$ cat config.mk
export PLATFORM = sky130hd
export DESIGN_NAME = fir_out_serializer
export DESIGN_NICKNAME = d
export VERILOG_FILES = /design/src/rtl/fir_out_serializer_pkg.sv /design/src/rtl/fir_triplet_fifo.sv /design/src/rtl/fir_out_serializer.sv
export SDC_FILE = /design/constraint.sdc
export NUM_CORES = 1
export LEC_CHECK = 0
export ABC_AREA = 0
export CAP_MARGIN = 10
export CORE_MARGIN = 1.5
export CORE_UTILIZATION = 40
export CTS_CLUSTER_DIAMETER = 80
export DETAILED_ROUTE_END_ITERATION = 16
export SLEW_MARGIN = 5
export SYNTH_ARGS = -nofsm -noshare
export SYNTH_HDL_FRONTEND = slang
export SYNTH_SLANG_ARGS = --single-unit
$ cat constraint.sdc
create_clock -name CLK -period 2.2 [get_ports CLK]
set_input_delay 0.33 -clock CLK [delete_from_list [all_inputs] [get_ports CLK]]
set_output_delay 0.33 -clock CLK [all_outputs]
set_load 0.005 [all_outputs]
$ cat src/rtl/fir_out_serializer_pkg.sv
// Shared FIR definitions: sample width, FIFO depth default, output FSM encoding.
package fir_out_serializer_pkg;

    // Width of one FIR output sample (unfolded filter output width).
    localparam int FIR_NB    = 8;

    // Default number of triplets buffered between the filter and the sink.
    localparam int FIR_DEPTH = 4;

    // Phase index of the last word of a triplet (words are 0, 1, 2).
    localparam logic [1:0] PHASE_LAST = 2'd2;

    // Output serializer states.
    typedef enum logic {
        IDLE = 1'b0,
        EMIT = 1'b1
    } emit_state_e;

endpackage

$ cat src/rtl/fir_triplet_fifo.sv
// Triplet FIFO: DEPTH entries of W bits, power-of-two depth, explicit occupancy
// counter so full and empty never alias. Exposes the head and the entry behind
// it so the reader can chain triplets without a bubble.
module fir_triplet_fifo #(
    parameter int W     = 24,
    parameter int DEPTH = 4,
    localparam int AW   = $clog2(DEPTH),
    localparam int CW   = $clog2(DEPTH) + 1
) (
    input  logic          clk,
    input  logic          rst_n,
    input  logic          push,
    input  logic [W-1:0]  din,
    input  logic          pop,
    output logic [W-1:0]  head,
    output logic [W-1:0]  next_head,
    output logic [CW-1:0] count,
    output logic          full,
    output logic          empty
);

    localparam logic [AW-1:0] PTR_ONE   = AW'(1);
    localparam logic [CW-1:0] CNT_ONE   = CW'(1);
    localparam logic [CW-1:0] CNT_DEPTH = CW'(DEPTH);

    logic [W-1:0]  mem [DEPTH];
    logic [AW-1:0] wr_ptr;
    logic [AW-1:0] rd_ptr;
    logic [AW-1:0] rd_ptr_inc;
    logic          do_push;
    logic          do_pop;

    // A push into a full FIFO is only legal when the head leaves on the same edge.
    assign do_push    = push && (!full || pop);
    assign do_pop     = pop && !empty;
    assign rd_ptr_inc = rd_ptr + PTR_ONE;

    assign head      = mem[rd_ptr];
    assign next_head = mem[rd_ptr_inc];
    assign full      = (count == CNT_DEPTH);
    assign empty     = (count == '0);

    // Storage array: written at the tail, never reset (occupancy gates reads).
    always_ff @(posedge clk) begin
        if (do_push) begin
            mem[wr_ptr] <= din;
        end
    end

    // Pointers wrap naturally at DEPTH; occupancy holds on push+pop.
    always_ff @(posedge clk) begin
        if (!rst_n) begin
            wr_ptr <= '0;
            rd_ptr <= '0;
            count  <= '0;
        end else begin
            if (do_push) begin
                wr_ptr <= wr_ptr + PTR_ONE;
            end
            if (do_pop) begin
                rd_ptr <= rd_ptr_inc;
            end
            case ({do_push, do_pop})
                2'b10:   count <= count + CNT_ONE;
                2'b01:   count <= count - CNT_ONE;
                default: count <= count;
            endcase
        end
    end

endmodule

$ cat src/rtl/fir_out_serializer.sv
// Converts the unfolded FIR's parallel output triplets {y[3k], y[3k+1], y[3k+2]}
// into one sample per cycle. Triplets are buffered in a small FIFO; an IDLE/EMIT
// FSM with a 0..2 phase counter walks the head triplet and chains the next one
// without an idle cycle. Triplets arriving into a full FIFO are dropped and
// flagged in a sticky OVF bit.
module fir_out_serializer
    import fir_out_serializer_pkg::*;
#(
    parameter int NB    = FIR_NB,
    parameter int DEPTH = FIR_DEPTH
) (
    input  logic          CLK,
    input  logic          RST_n,
    input  logic          VIN,
    input  logic [NB-1:0] DIN0,
    input  logic [NB-1:0] DIN1,
    input  logic [NB-1:0] DIN2,
    output logic [NB-1:0] DOUT,
    output logic          VOUT,
    output logic          FULL,
    output logic          OVF
);

    localparam int CW = $clog2(DEPTH) + 1;
    localparam logic [CW-1:0] CNT_ONE = CW'(1);

    logic [3*NB-1:0] head;
    logic [3*NB-1:0] next_head;
    logic [CW-1:0]   count;
    logic            fifo_full;
    logic            fifo_empty;
    logic            pop;
    logic            accept;
    logic            drop;

    emit_state_e     state;
    emit_state_e     state_nxt;
    logic [1:0]      phase;
    logic [1:0]      phase_nxt;
    logic [NB-1:0]   dout_nxt;
    logic            vout_nxt;

    // Word 0 is the oldest sample and sits in the top slice of an entry.
    function automatic logic [NB-1:0] word_of(input logic [3*NB-1:0] trip,
                                              input logic [1:0]       idx);
        case (idx)
            2'd0:    return trip[3*NB-1 -: NB];
            2'd1:    return trip[2*NB-1 -: NB];
            default: return trip[NB-1:0];
        endcase
    endfunction

    // The head retires on the edge that ends its last word, which is also the
    // edge on which a full FIFO can take a new triplet.
    assign pop    = (state == EMIT) && (phase == PHASE_LAST);
    assign accept = VIN && (!fifo_full || pop);
    assign drop   = VIN && !accept;
    assign FULL   = fifo_full;

    fir_triplet_fifo #(
        .W     (3*NB),
        .DEPTH (DEPTH)
    ) u_fifo (
        .clk       (CLK),
        .rst_n     (RST_n),
        .push      (accept),
        .din       ({DIN0, DIN1, DIN2}),
        .pop       (pop),
        .head      (head),
        .next_head (next_head),
        .count     (count),
        .full      (fifo_full),
        .empty     (fifo_empty)
    );

    // Next-state and output-word selection for the serializer.
    always_comb begin
        state_nxt = state;
        phase_nxt = phase;
        dout_nxt  = DOUT;
        vout_nxt  = 1'b0;
        case (state)
            IDLE: begin
                if (!fifo_empty) begin
                    state_nxt = EMIT;
                    phase_nxt = 2'd0;
                    dout_nxt  = word_of(head, 2'd0);
                    vout_nxt  = 1'b1;
                end
            end
            EMIT: begin
                if (phase != PHASE_LAST) begin
                    phase_nxt = phase + 2'd1;
                    dout_nxt  = word_of(head, phase + 2'd1);
                    vout_nxt  = 1'b1;
                end else if (count > CNT_ONE) begin
                    // Another triplet is already stored behind the head: chain it.
                    phase_nxt = 2'd0;
                    dout_nxt  = word_of(next_head, 2'd0);
                    vout_nxt  = 1'b1;
                end else begin
                    // Nothing behind the head; DOUT keeps its last word.
                    state_nxt = IDLE;
                    phase_nxt = 2'd0;
                end
            end
            default: begin
                state_nxt = IDLE;
                phase_nxt = 2'd0;
            end
        endcase
    end

    // FSM, phase, output register and sticky overflow flag.
    always_ff @(posedge CLK) begin
        if (!RST_n) begin
            state <= IDLE;
            phase <= 2'd0;
            DOUT  <= '0;
            VOUT  <= 1'b0;
            OVF   <= 1'b0;
        end else begin
            state <= state_nxt;
            phase <= phase_nxt;
            DOUT  <= dout_nxt;
            VOUT  <= vout_nxt;
            OVF   <= OVF | drop;
        end
    end

endmodule

==> impl_metrics.ini <==
[die]
ios = 38
placementRows = 41
die_w_um = 117
dieArea_mm2 = 0.0138
die_h_um = 117
core_mm2 = 0.0127
start_util_pct = 41.3

[pwr]
p_comb_share_pct = 11.0
p_sw_mw = 1.32
vdd_drop_max_mv = 0.590
internal_power_mw = 4.41
p_per_area_mw_per_mm2 = 886
seq_power_share_pct = 45.2
power.total_mw = 5.73
p_sw_share_pct = 23.1
clkPwrFrac_pct = 43.8
p_leak_nw = 2.17

[sta]
fin_tns_setup_ps = 0
drv_slew = 0
worst_pin_slew_ps = 590
finalClockSkew_ps = 13.5
finalCritPeriodShare_pct = 93.8
setup_viol = 0
hold_viol = 0
fin_crit_ps = 2060
fmax_mhz = 485
maxSlewHeadroom_pct = 60.6
setup_ws_ps = 137
rsz0062_at_grt = no

[clock_network]
cts_tree = yes
cts_setup_buffers = 0
cts_resized = 0
hold_buffers = 0
clk_pin_slew_ps = 50
cts-buffers-inserted = 17
clk_latency_ps = 420
ctsHtreeMaxLevel = 4
clock-sinks = 117
cts_root_buf = clkbuf_16
clk_path_buf_depth = 2

[synthesis]
yosysUniqueCellTypes = 46
ys.flop_type = edfxtp_1
synth_top_cell_area_share_pct = 55.1
post_synth.cell_area_avg_um2 = 15.4
ys_warn_count = 0
yosys-top-cells-area = edfxtp_1, dfxtp_1, mux2_2
syn_area_mm2 = 0.00523
synth.largest_area_cell = edfxtp_1
async_flop_share_pct = 0
yosysSeqAreaShare_pct = 63.2
synth_edf_count = 96
synth_seq_cells = 117
synth_cells = 339
syn_nets = 379

[routing]
vias = 3043
wire_per_inst_um = 18.8
drtIter0Drc = 229
firstDrtPassIters = 5
ant_nets = 0
vias_per_cell = 5.25
drt_wl_total_um = 10900
drc = 0

[finish]
fin_cells = 580
drive_above_1_share_pct = 22.5
nets = 435
insertedDiodeCount = 0
syn_to_final_growth_pct = 23.8

[global_routing]
grt_pass1_wl_um = 17300
grt.overflow.total = 0
grtUsageTotal_pct = 17.0
antenna_found_initial = 0
grt_pass1_vias = 3267
grt_max_degree = 29

[worst_setup_path]
worstPathRequired_ps = 1870
worstPathArrival_ps = 1730
worst-path-max-fanout = 5
critical_path_class = reg2out
end_kind = primary output
setup.worst_path.start_class = register
max_stage_delay_ps = 430
cpMostUsedCell = inv_1
cp_cell_sequence = inv_1 -> ha_1 -> nand2_1 -> inv_1 -> clkdlybuf4s50_1
worstRegToRegCells = 6
slowest_stage = clkdlybuf4s50_1

[place]
placed_cells = 548
port_buffers = 37
post-place-ws_ps = 48.8
hpwl_um = 7160
place.gp.congestion = 0.797

[worst_hold_path]
hold_path_depth = 1
hold_class = reg2reg

[job]
drv_cap = 0

[status]
status = finished, final reports clean
-- routing by layer --
metal  vias up  wire [um]  global-route usage (%)
met5         -          0                       0
met4         0        167                    7.33
met3        14        482                    6.08
met2        69       5410                    27.1
met1      1532       4850                    21.0
li1       1428          -                       -
-- power by group through the flow --
| stage | Clock, mW | Sequential (mW) | Combinational (mW) |
|---|---|---|---|
| floorplan | 0 | 2.62 | 0.337 |
| global placement | 0 | 2.63 | 0.618 |
| detailed placement | 0 | 2.64 | 0.628 |
| CTS | 2.56 | 2.59 | 0.633 |
| global route | 2.66 | 2.60 | 0.686 |
| finish | 2.51 | 2.59 | 0.629 |
-- final cells by class --
| type | instances | area (um^2) |
|---|---|---|
| Fill cell | 1080 | 6200 |
| Sequential cell | 117 | 3300 |
| Multi-Input combinational cell | 194 | 1800 |
| Timing Repair Buffer | 56 | 576 |
| Clock buffer | 19 | 433 |
| Tap cell | 172 | 215 |
| Clock inverter | 13 | 109 |
| Inverter | 9 | 33.8 |
-- critical path: cells and delay by family, from the launching register on --
family / cells / cell delay, ps
and+or+nand+nor: 1 / 90
buffers and inverters: 3 / 570
DFF: 1 / 410
adders and majority gates: 1 / 250
-- placed cells by master, fill, tap and decap left out, drive strengths merged, types with 2 or more instances in the layout --
cell and count:
a222oi 7, mux2 45, ha 13, o21bai 2, a21oi 8, and3 2
o21a 2, o2bb2ai 6, mux4 8, a2bb2oi 2, xnor2 4, o22ai 2
nand3b 2, nand2 10, o21ai 2, nor2b 5, dfxtp 21, inv 11
buf 19, nand4b 5, nor3b 2, and2 12, clkbuf 19, clkdlybuf4s50 37
nor2 7, mux2i 12, a32o 10, and3b 2, edfxtp 96, nand2b 9
clkinv 6, a22oi 2, clkinvlp 4, nand3 3
-- state kept, by name, summed over array words and instances, names as in the netlist, named ones only --
name / count
u_fifo.mem: 96
DOUT: 8
u_fifo.count: 3
phase: 2
u_fifo.rd_ptr: 2
u_fifo.wr_ptr: 2
OVF: 1
state: 1
-- synth_stat cells, drive strengths merged, types with 2 or more instances --
| library cell | instances |
|---|---|
| a22oi | 2 |
| o21bai | 2 |
| a2bb2oi | 2 |
| mux4 | 8 |
| o21a | 2 |
| nand3 | 3 |
| nor2b | 5 |
| o2bb2ai | 6 |
| and3b | 2 |
| xnor2 | 4 |
| ha | 13 |
| a32o | 10 |
| nor3b | 2 |
| dfxtp | 21 |
| nand2 | 10 |
| clkbuf | 6 |
| inv | 9 |
| and2 | 12 |
| nand4b | 5 |
| o21ai | 2 |
| buf | 13 |
| nand3b | 2 |
| nor2 | 7 |
| nand2b | 9 |
| a222oi | 7 |
| a21oi | 8 |
| edfxtp | 96 |
| and3 | 2 |
| mux2 | 45 |
| o22ai | 2 |
| mux2i | 12 |
-- stage by stage --
step,instance area (um^2),hold slack [ps],util (%)
2_1_floorplan,5230,429,-
3_3_place_gp,5920,452,46.7
3_5_place_dp,5920,454,46.7
4_1_cts,6460,466,51.0
5_1_grt,6470,478,51.1
6_report,6470,458,51.1
-- path summary, 6_finish.rpt --
path,startpoint,to,slack [ps]
worst min register to register,OVF,OVF,460
worst max-delay path,u_fifo.count[0],FULL,140
worst max register to register,phase[1],DOUT[6],140
worst min-delay path,OVF,OVF,460
-- cell families after synthesis --
group | share of synthesized area (%)
simple gates | 7.52
buf+inv | 2.63
flops | 63.2
compound gates | 7.20
mux | 15.5
xor+xnor | 0.838
fa+ha+maj | 3.11
Note: power is estimated with default switching activity, not from simulation.
